## config.mk

```make
export PLATFORM = sky130hd
export DESIGN_NAME = button_updown_counter
export DESIGN_NICKNAME = d
export VERILOG_FILES = /design/src/rtl/button_pkg.sv /design/src/rtl/button_debounce_oneshot.sv /design/src/rtl/button_updown_counter.sv
export SDC_FILE = /design/constraint.sdc
export NUM_CORES = 1
export LEC_CHECK = 0
export CORE_ASPECT_RATIO = 0.6
export CORE_MARGIN = 3
export CORE_UTILIZATION = 55
export CTS_CLUSTER_SIZE = 28
export DETAILED_ROUTE_END_ITERATION = 10
export PLACE_DENSITY = 0.79
export SLEW_MARGIN = 20
export SYNTH_ARGS = -nofsm -noshare
export SYNTH_HDL_FRONTEND = slang
export SYNTH_SLANG_ARGS = --single-unit
```

## constraint.sdc

```tcl
create_clock -name clk -period 2.6 [get_ports clk]
set_clock_uncertainty 0.15 [all_clocks]
set_input_delay 0.52 -clock clk [delete_from_list [all_inputs] [get_ports clk]]
set_output_delay 0.52 -clock clk [all_outputs]
set_load 0.01 [all_outputs]
```

## src/rtl/button_pkg.sv

```systemverilog
// Shared types and constants for the button-driven up/down counter.
package button_pkg;

    // Per-button debounce / one-shot state.
    typedef enum logic [1:0] {
        IDLE,
        PRESS_WAIT,
        HELD,
        RELEASE_WAIT
    } debounce_state_t;

    localparam int unsigned DEFAULT_SYNC_STAGES = 2;

    // Width of a counter able to hold 0..cycles inclusive.
    function automatic int unsigned cnt_width(input int unsigned cycles);
        return $clog2(cycles + 1);
    endfunction

endpackage

```

## src/rtl/button_debounce_oneshot.sv

```systemverilog
// One raw push-button: synchroniser, debounce FSM and single-shot pulse.
// A press is accepted once the synchronised level has been high for
// DEBOUNCE_CYCLES consecutive cycles; the pulse is registered and lasts one
// cycle. A release must be equally stable before the next press can count.
// After reset the button must be seen released before any press is accepted,
// so a button held through reset never produces a pulse.
module button_debounce_oneshot
    import button_pkg::*;
#(
    parameter int unsigned SYNC_STAGES     = DEFAULT_SYNC_STAGES,
    parameter int unsigned DEBOUNCE_CYCLES = 500000
) (
    input  logic clk,
    input  logic rst,
    input  logic btn,
    output logic pulse,
    output logic level
);

    localparam int unsigned CNT_W  = cnt_width(DEBOUNCE_CYCLES);
    localparam int unsigned FILL_W = $clog2(SYNC_STAGES + 1);

    localparam logic [CNT_W-1:0]  CNT_LAST  = CNT_W'(DEBOUNCE_CYCLES - 1);
    localparam logic [FILL_W-1:0] FILL_FULL = FILL_W'(SYNC_STAGES);

    logic [SYNC_STAGES-1:0] sync_q;
    logic                   s;

    logic [FILL_W-1:0]      fill_q;
    logic                   sync_valid;
    logic                   armed_q;

    debounce_state_t        state_q, state_d;
    logic [CNT_W-1:0]       cnt_q, cnt_d;
    logic                   cnt_last;
    logic                   pulse_q, pulse_d;

    // Synchroniser chain; bit 0 samples the asynchronous raw input.
    always_ff @(posedge clk) begin
        if (rst) begin
            sync_q <= '0;
        end else begin
            sync_q <= {sync_q[SYNC_STAGES-2:0], btn};
        end
    end

    assign s = sync_q[SYNC_STAGES-1];

    // Count chain refill after reset; until full, s is reset debris, not the button.
    always_ff @(posedge clk) begin
        if (rst) begin
            fill_q <= '0;
        end else if (!sync_valid) begin
            fill_q <= fill_q + FILL_W'(1);
        end
    end

    assign sync_valid = (fill_q == FILL_FULL);

    // Arm once a genuine released level is observed after reset.
    always_ff @(posedge clk) begin
        if (rst) begin
            armed_q <= 1'b0;
        end else if (sync_valid && !s) begin
            armed_q <= 1'b1;
        end
    end

    assign cnt_last = (cnt_q == CNT_LAST);

    // FSM state, debounce counter and pulse register.
    always_ff @(posedge clk) begin
        if (rst) begin
            state_q <= IDLE;
            cnt_q   <= '0;
            pulse_q <= 1'b0;
        end else begin
            state_q <= state_d;
            cnt_q   <= cnt_d;
            pulse_q <= pulse_d;
        end
    end

    // Next state: cnt_q counts prior stable cycles (0 in IDLE/HELD), so the
    // cycle with cnt_q == DEBOUNCE_CYCLES-1 is the last one needed.
    always_comb begin
        state_d = state_q;
        cnt_d   = cnt_q;
        pulse_d = 1'b0;
        unique case (state_q)
            IDLE: begin
                cnt_d = '0;
                if (s && armed_q) begin
                    if (cnt_last) begin
                        state_d = HELD;
                        pulse_d = 1'b1;
                    end else begin
                        state_d = PRESS_WAIT;
                        cnt_d   = cnt_q + CNT_W'(1);
                    end
                end
            end
            PRESS_WAIT: begin
                if (!s) begin
                    state_d = IDLE;
                    cnt_d   = '0;
                end else if (cnt_last) begin
                    state_d = HELD;
                    cnt_d   = '0;
                    pulse_d = 1'b1;
                end else begin
                    cnt_d = cnt_q + CNT_W'(1);
                end
            end
            HELD: begin
                cnt_d = '0;
                if (!s) begin
                    if (cnt_last) begin
                        state_d = IDLE;
                    end else begin
                        state_d = RELEASE_WAIT;
                        cnt_d   = cnt_q + CNT_W'(1);
                    end
                end
            end
            RELEASE_WAIT: begin
                if (s) begin
                    // Release glitch: back to held without a new pulse.
                    state_d = HELD;
                    cnt_d   = '0;
                end else if (cnt_last) begin
                    state_d = IDLE;
                    cnt_d   = '0;
                end else begin
                    cnt_d = cnt_q + CNT_W'(1);
                end
            end
            default: begin
                state_d = IDLE;
                cnt_d   = '0;
            end
        endcase
    end

    assign pulse = pulse_q;
    assign level = (state_q == HELD) || (state_q == RELEASE_WAIT);

endmodule

```

## src/rtl/button_updown_counter.sv

```systemverilog
// Up/down/clear counter driven by three debounced push-buttons.
// Counter wraps modulo 2^WIDTH, or saturates at the ends when SATURATE != 0.
module button_updown_counter
    import button_pkg::*;
#(
    parameter int unsigned WIDTH           = 16,
    parameter int unsigned SYNC_STAGES     = DEFAULT_SYNC_STAGES,
    parameter int unsigned DEBOUNCE_CYCLES = 500000,
    parameter int unsigned SATURATE        = 0
) (
    input  logic             clk,
    input  logic             rst,
    input  logic             btn_up,
    input  logic             btn_down,
    input  logic             btn_clr,
    output logic [WIDTH-1:0] count,
    output logic             up_pulse,
    output logic             down_pulse,
    output logic             at_max,
    output logic             at_min
);

    localparam logic [WIDTH-1:0] COUNT_MAX = {WIDTH{1'b1}};

    logic             up_strobe, down_strobe, clr_strobe;
    logic             up_level, down_level, clr_level;
    logic             unused_levels;
    logic [WIDTH-1:0] count_q, count_d;

    button_debounce_oneshot #(
        .SYNC_STAGES     (SYNC_STAGES),
        .DEBOUNCE_CYCLES (DEBOUNCE_CYCLES)
    ) u_up (
        .clk   (clk),
        .rst   (rst),
        .btn   (btn_up),
        .pulse (up_strobe),
        .level (up_level)
    );

    button_debounce_oneshot #(
        .SYNC_STAGES     (SYNC_STAGES),
        .DEBOUNCE_CYCLES (DEBOUNCE_CYCLES)
    ) u_down (
        .clk   (clk),
        .rst   (rst),
        .btn   (btn_down),
        .pulse (down_strobe),
        .level (down_level)
    );

    button_debounce_oneshot #(
        .SYNC_STAGES     (SYNC_STAGES),
        .DEBOUNCE_CYCLES (DEBOUNCE_CYCLES)
    ) u_clr (
        .clk   (clk),
        .rst   (rst),
        .btn   (btn_clr),
        .pulse (clr_strobe),
        .level (clr_level)
    );

    // Debounced levels are not needed by the counter itself.
    assign unused_levels = ^{up_level, down_level, clr_level};

    // Next count: clear wins, opposing presses cancel, else step with wrap/saturate.
    always_comb begin
        count_d = count_q;
        if (clr_strobe) begin
            count_d = '0;
        end else if (up_strobe && down_strobe) begin
            count_d = count_q;
        end else if (up_strobe) begin
            if ((SATURATE != 0) && (count_q == COUNT_MAX)) begin
                count_d = count_q;
            end else begin
                count_d = count_q + WIDTH'(1);
            end
        end else if (down_strobe) begin
            if ((SATURATE != 0) && (count_q == '0)) begin
                count_d = count_q;
            end else begin
                count_d = count_q - WIDTH'(1);
            end
        end
    end

    // Counter register.
    always_ff @(posedge clk) begin
        if (rst) begin
            count_q <= '0;
        end else begin
            count_q <= count_d;
        end
    end

    assign count      = count_q;
    assign up_pulse   = up_strobe;
    assign down_pulse = down_strobe;
    assign at_max     = (count_q == COUNT_MAX);
    assign at_min     = (count_q == '0);

endmodule
```

==> metrics, run 1 <==
status finished, final reports clean; antenna cells 0; fin worst setup slack 77.4 ps; gpl congestion 0.875; DR vias/cell 5.49; cell taking the most area after synthesis dfxtp_1; clock slew at reported path FFs 70 ps; commonest non-fill, non-tap cells in the layout nor2_1 (95), dfxtp_1 (95), nand2_1 (51); Antenna Nets Post-Route 0; worst slack at placement 130 ps; share of cells above drive strength 1 6.98%; maxcap violations 0; LEAKAGE 1.89 nW; Yosys warning count 0; fmax 396 MHz; largest net degree at the start of global routing 28; CTS Buf Count 9; top cell type's share of synthesized area 41.9%; Core Footprint 8040 µm²; Max clock buf depth 2; DIE WIDTH 124 µm; CP bufs+invs 1; final wirelength 9.75 mm; ys flop type dfxtp_1; Mapped Cells 554; gr usage total 21.0%; Multi-input gate area 2600 µm²; WS Path Type flip-flop to output port; Worst Path Required 1930 ps; wire per inst 14.0 µm; Tcrit/Tclk final 97.0%; syn nets 580; Worst Setup Start Kind flip-flop; Post-DP HPWL 6.88 mm; post-synthesis sequential element count 97; FILL cells 659; Die ar. 9590 µm²; first-pass GRT wire length 16.6 mm; Cell Rows 25; initial antenna violation count 0; sequential share of the synthesized area 41.9%; worst hold-check path type flip-flop to flip-flop; cells along the critical path nor4_2 > and4_1 > clkdlybuf4s50_1; drt pass-1 iters 5; insertion delay to the later sink of the worst-skew pair 340 ps; CP max stage delay 530 ps; pwr dens 582 nW/µm²; Slew headroom 50.0%; RSZ-0062 raised after global routing yes; Reg area 1940 µm²; slew of the pin with the lowest slew margin 750 ps; Post-CTS Setup Repair Bufs 0; CP endpoint kind output port; Fin. Hold Viols 0; number of global-route vias before repair 3,492; Root Driver clkbuf_16; CTS Sinks 97; CP max FO 5; Final nets 608; Tmin final 2520 ps; main area contributors after synthesis dfxtp_1 (42%), nor2_1 (7.7%), xor2_1 (5.7%); Syn-to-layout area delta 15.7%; H-tree depth 3; cell class contributing the biggest share of worst-path delay simple AND/OR/NAND/NOR gates; ys async rst share 0%; Port Buffers 24; maximum vdd ir drop 0.000369 V; DRC viols 0; Netlist Area Pre-Place 4630 µm²; Arrival @ worst endpoint 1850 ps; Avg Cell Area, Syn 8.36 µm²; die height 77.1 µm; EDFF count, synth 0; TritonCTS clock tree built; post-route total power 0.00312 W; Initial Util 57.6%; Top Ports 25; Max Slew Vio Count 0; slowest CP cell clkdlybuf4s50_1; setup violators final 0; Synth cell types 47; vias 3,816; drt first-iter violations 279; grt ovf 0
-- kinds of logic (layout without fill, tap and decap cells) --
| kind of cell | Yosys count | in the layout | synth area share [%] |
|---|---|---|---|
| XOR/XNOR | 53 | 53 | 10.0 |
| AND/OR/NAND/NOR | 274 | 274 | 28.7 |
| buffers and inverters | 33 | 66 | 2.92 |
| adder cells (fa/ha/maj) | 21 | 21 | 5.84 |
| multiplexers | 4 | 4 | 0.865 |
| flip-flops | 97 | 97 | 41.9 |
| AO/OA/AOI/OAI | 72 | 72 | 9.70 |
-- flip-flops by register name, summed over array words and instances (netlist names), 16 cells and up --
signal        cells
u_clr.cnt_q      19
u_down.cnt_q     19
u_up.cnt_q       19
count            16
-- cells in the mapped netlist, drive strengths merged (7+ instances only) --
cell and instances:
dfxtp 97, nor2 95, nand2 51, a21oi 33, nand3 32, xor2 30, xnor2 23, ha 20
nor3 20, inv 17, nand4 14, o21ai 12, or3 12, clkbuf 11, nor2b 9, a21o 7
-- area by class of cell --
type,count,share of cell area [%]
clock buffers,11,4.34
clock inverters,5,1.05
inverters,17,1.19
multi-input cells,424,48.6
flip-flops and latches,97,36.3
well taps,108,2.52
repair buffers,33,6.03
-- where the power goes --
part	leakage (nW)	internal, W	total, W	switching [W]
combinational	0.970	0.000103	0.000229	0.000126
sequential	0.785	0.00155	0.00159	0.0000367
clock	0.139	0.000744	0.00130	0.000553
-- layer usage --
layer | GRT usage, % | vias to the layer above | wire length, µm
met5 | 0 | - | 0
met4 | 7.44 | 0 | 155
met3 | 6.68 | 15 | 554
met2 | 30.0 | 99 | 4080
met1 | 29.7 | 1740 | 4960
li1 | - | 1962 | -
-- worst paths after layout --
kind / start / endpoint / slack, ps / cells past startpoint
max reg2reg: u_up.pulse / count[15] / 80 / 8
min reg2reg: u_down.sync_q[0] / u_down.sync_q[1] / 290 / 1
max: count[13] / at_min / 80 / 3
min: u_down.sync_q[0] / u_down.sync_q[1] / 290 / 1
-- per-stage QoR --
step | utilization [%] | instance area (µm²) | hold WS [ps] | setup TNS (ps) | std cells
6_report | 66.6 | 5360 | 285 | 0 | 695
2_1_floorplan | - | 4630 | 264 | 0 | 554
4_1_cts | 66.0 | 5300 | 291 | 0 | 695
5_1_grt | 66.6 | 5360 | 305 | -59.0 | 695
3_5_place_dp | 62.4 | 5010 | 275 | 0 | 679
3_3_place_gp | 62.4 | 5010 | 272 | 0 | 679
-- worst reg2reg max path: stages, from the launching register on --
cell,delay (ps)
dfxtp_1,330
inv_1,120
ha_1,390
o211ai_1,120
o21a_1,230
a2111o_1,490
a21oi_2,180
mux2i_1,250
mux2i_1,200
-- repair_timing --
action / CTS / global route
hold buffers: 0 / 0
endpoints found under the hold margin: 0 / 0
resized for setup: 0 / 10
endpoints found under the setup margin: 0 / 4
No activity file was read; power rests on OpenSTA's default activity.
==> run 2, diff against run 1 <==
--- a/config.mk
+++ b/config.mk
@@ -5,12 +5,13 @@
 export SDC_FILE = /design/constraint.sdc
 export NUM_CORES = 1
 export LEC_CHECK = 0
+export CAP_MARGIN = 20
 export CORE_ASPECT_RATIO = 0.6
 export CORE_MARGIN = 3
-export CORE_UTILIZATION = 55
-export CTS_CLUSTER_SIZE = 28
+export CORE_UTILIZATION = 60
+export CTS_CLUSTER_SIZE = 8
 export DETAILED_ROUTE_END_ITERATION = 10
-export PLACE_DENSITY = 0.79
+export PLACE_DENSITY = 0.85
 export SLEW_MARGIN = 20
 export SYNTH_ARGS = -nofsm -noshare
 export SYNTH_HDL_FRONTEND = slang
==> run 2 against run 1 <==
- wire length increased by 2.3%
- register-to-register slack better by 30 ps
- sequential power is essentially flat
- via count is 4.0% higher
- clock power rose by 6%
- total power rose by 2.8%
- first-iteration DRC count shrank 9.7%
- hold slack better by 3.9 ps
- fmax decreased by 0.58%
- sequential share of layout area shrank 0.099 points
- design area increased by 0.21%
- clock-buffer cell count increased by 1
- critical path type unchanged
- largest power group unchanged
==> metrics, run 2 (same netlist as run 1, synthesis figures left out) <==
status finished, final reports clean; Worst Setup Start Kind flip-flop; grt ovf 0 (unchanged); vias 3,969 (+4.0%); cells along the critical path nor4_1 > and4_1 > clkdlybuf4s50_1; Syn-to-layout area delta 15.9%; placed instance area 4990 µm² (-0.50%); commonest non-fill, non-tap cells in the layout dfxtp_1 (96), nor2_1 (95), nand2_1 (51); wire per inst 14.5 µm (+3.1%); CP max FO 5 (unchanged); maximum vdd ir drop 0.000391 V (+6.1%); Core Footprint 7390 µm² (-8.1%); drt pass-1 iters 5 (unchanged); DR vias/cell 5.75 (+4.8%); die height 74.1 µm (-3.9%); TritonCTS clock tree built; design area 5370 µm² (+0.21%); Worst Path Required 1930 ps (about the same); Top Ports 25 (unchanged); CP bufs+invs 1 (unchanged); insertion delay to the later sink of the worst-skew pair 340 ps (about the same); first-pass GRT wire length 16.6 mm (+0.25%); Arrival @ worst endpoint 1870 ps (+20 ps); slowest CP cell clkdlybuf4s50_1; Max Slew Vio Count 0 (unchanged); fmax 394 MHz (-0.58%); slew of the pin with the lowest slew margin 713 ps (-37.0 ps); antenna cells 0 (unchanged); DRC viols 0 (unchanged); Root Driver clkbuf_16; Max clock buf depth 2 (unchanged); Tcrit/Tclk final 97.6% (+0.56 points); setup violators final 0 (unchanged); gpl congestion 0.879 (+0.42%); DIE WIDTH 119 µm (-4.1%); initial antenna violation count 0 (unchanged); H-tree depth 3 (unchanged); Slew headroom 52.5% (+2.5 points); LEAKAGE 1.88 nW (-0.72%); worst hold-check path type flip-flop to flip-flop; RSZ-0062 raised after global routing no; share of cells above drive strength 1 6.83% (-0.16 points); final wirelength 9.98 mm (+2.3%); maxcap violations 0 (unchanged); pwr dens 597 nW/µm² (+2.6%); clock slew at reported path FFs 60 ps (about the same); Port Buffers 24 (unchanged); cell class contributing the biggest share of worst-path delay simple AND/OR/NAND/NOR gates; number of global-route vias before repair 3,698 (+5.9%); gr usage total 23.1% (+2.1 points); Die ar. 8840 µm² (-7.8%); WS Path Type flip-flop to output port; biggest regs u_clr.cnt_q: 19 flops, u_down.cnt_q: 19 flops, u_up.cnt_q: 19 flops; setup TNS 0 ps (unchanged); CTS Hold Bufs 0 (unchanged); CTS Buf Count 9 (unchanged); Tmin final 2540 ps (+14.7 ps); CP endpoint kind output port; largest net degree at the start of global routing 20 (-29%); commonest non-fill, non-tap cell in the layout dfxtp_1; CTS Sinks 97 (unchanged); Post-DP HPWL 7.20 mm (+4.6%); Cell Rows 24 (-4.0%); CP max stage delay 540 ps (about the same); Antenna Nets Post-Route 0 (unchanged); drt first-iter violations 252 (-9.7%); Initial Util 62.7% (+5.1 points); Final nets 607 (-0.16%); Fin. Hold Viols 0 (unchanged)
==> run 2: changes by cell type in the layout (fill, tap and decap cells not counted), sizes merged <==
cell,before,now
inv,17,20
clkbuf,11,12
clkinv,3,0
clkdlybuf4s50,23,24
clkinvlp,1,0
dlymetal6s2s,1,0
buf,9,8
==> run 2: final timing paths <==
kind,cells after the start,start,endpoint,slack [ps]
hold / removal,1,u_down.sync_q[0],u_down.sync_q[1],290
hold reg to reg,1,u_down.sync_q[0],u_down.sync_q[1],290
setup reg to reg,8,u_up.pulse,count[15],110
setup / recovery,3,count[13],at_min,60
==> run 2: final cells by class <==
cell class | instances | area [µm²]
Clock inverter | 4 | 56.3
Fill cell | 555 | 2020
Sequential cell | 97 | 1940
Inverter | 17 | 63.8
Multi-Input combinational cell | 424 | 2620
Tap cell | 104 | 130
Clock buffer | 12 | 256
Timing Repair Buffer | 32 | 300
==> run 2: layer usage <==
layer	GRT usage (%)	up-vias	wire length [µm]
met4	7.87	0	142
li1	-	1971	-
met2	37.1	118	4500
met3	6.16	18	533
met5	0	-	0
met1	30.7	1862	4800
==> run 2: repair_timing <==
| item | 4_1_cts | 5_1_grt |
|---|---|---|
| buffers inserted | 0 | 0 |
| setup endpoints to repair | 0 | 2 |
| resized for setup | 0 | 9 |
==> run 2: where the power goes <==
part | switching (W) | total, W | internal, W
logic | 0.000131 | 0.000234 | 0.000103
registers | 0.0000376 | 0.00159 | 0.00155
clock network | 0.000570 | 0.00138 | 0.000809
total | 0.000739 | 0.00320 | 0.00246
==> run 2: metrics by stage <==
stage / hold WS (ps) / std cells / util (%) / total power, W / setup WS [ps]
floorplan: 264 / 554 / - / 0.00180 / 77.8
global placement: 273 / 674 / 67.5 / 0.00183 / 232
detailed placement: 279 / 674 / 67.5 / 0.00186 / 93.4
CTS: 294 / 690 / 71.8 / 0.00323 / 63.2
global route: 315 / 690 / 72.7 / 0.00332 / 0.205
finish: 289 / 690 / 72.7 / 0.00320 / 62.8
==> run 2: worst reg2reg max path: stages (launching register included) <==
cell	delay, ps
dfxtp_1	350
inv_2	110
buf_4	210
ha_1	400
nand3_1	170
a2111o_1	390
a21oi_2	180
mux2i_1	260
mux2i_1	200
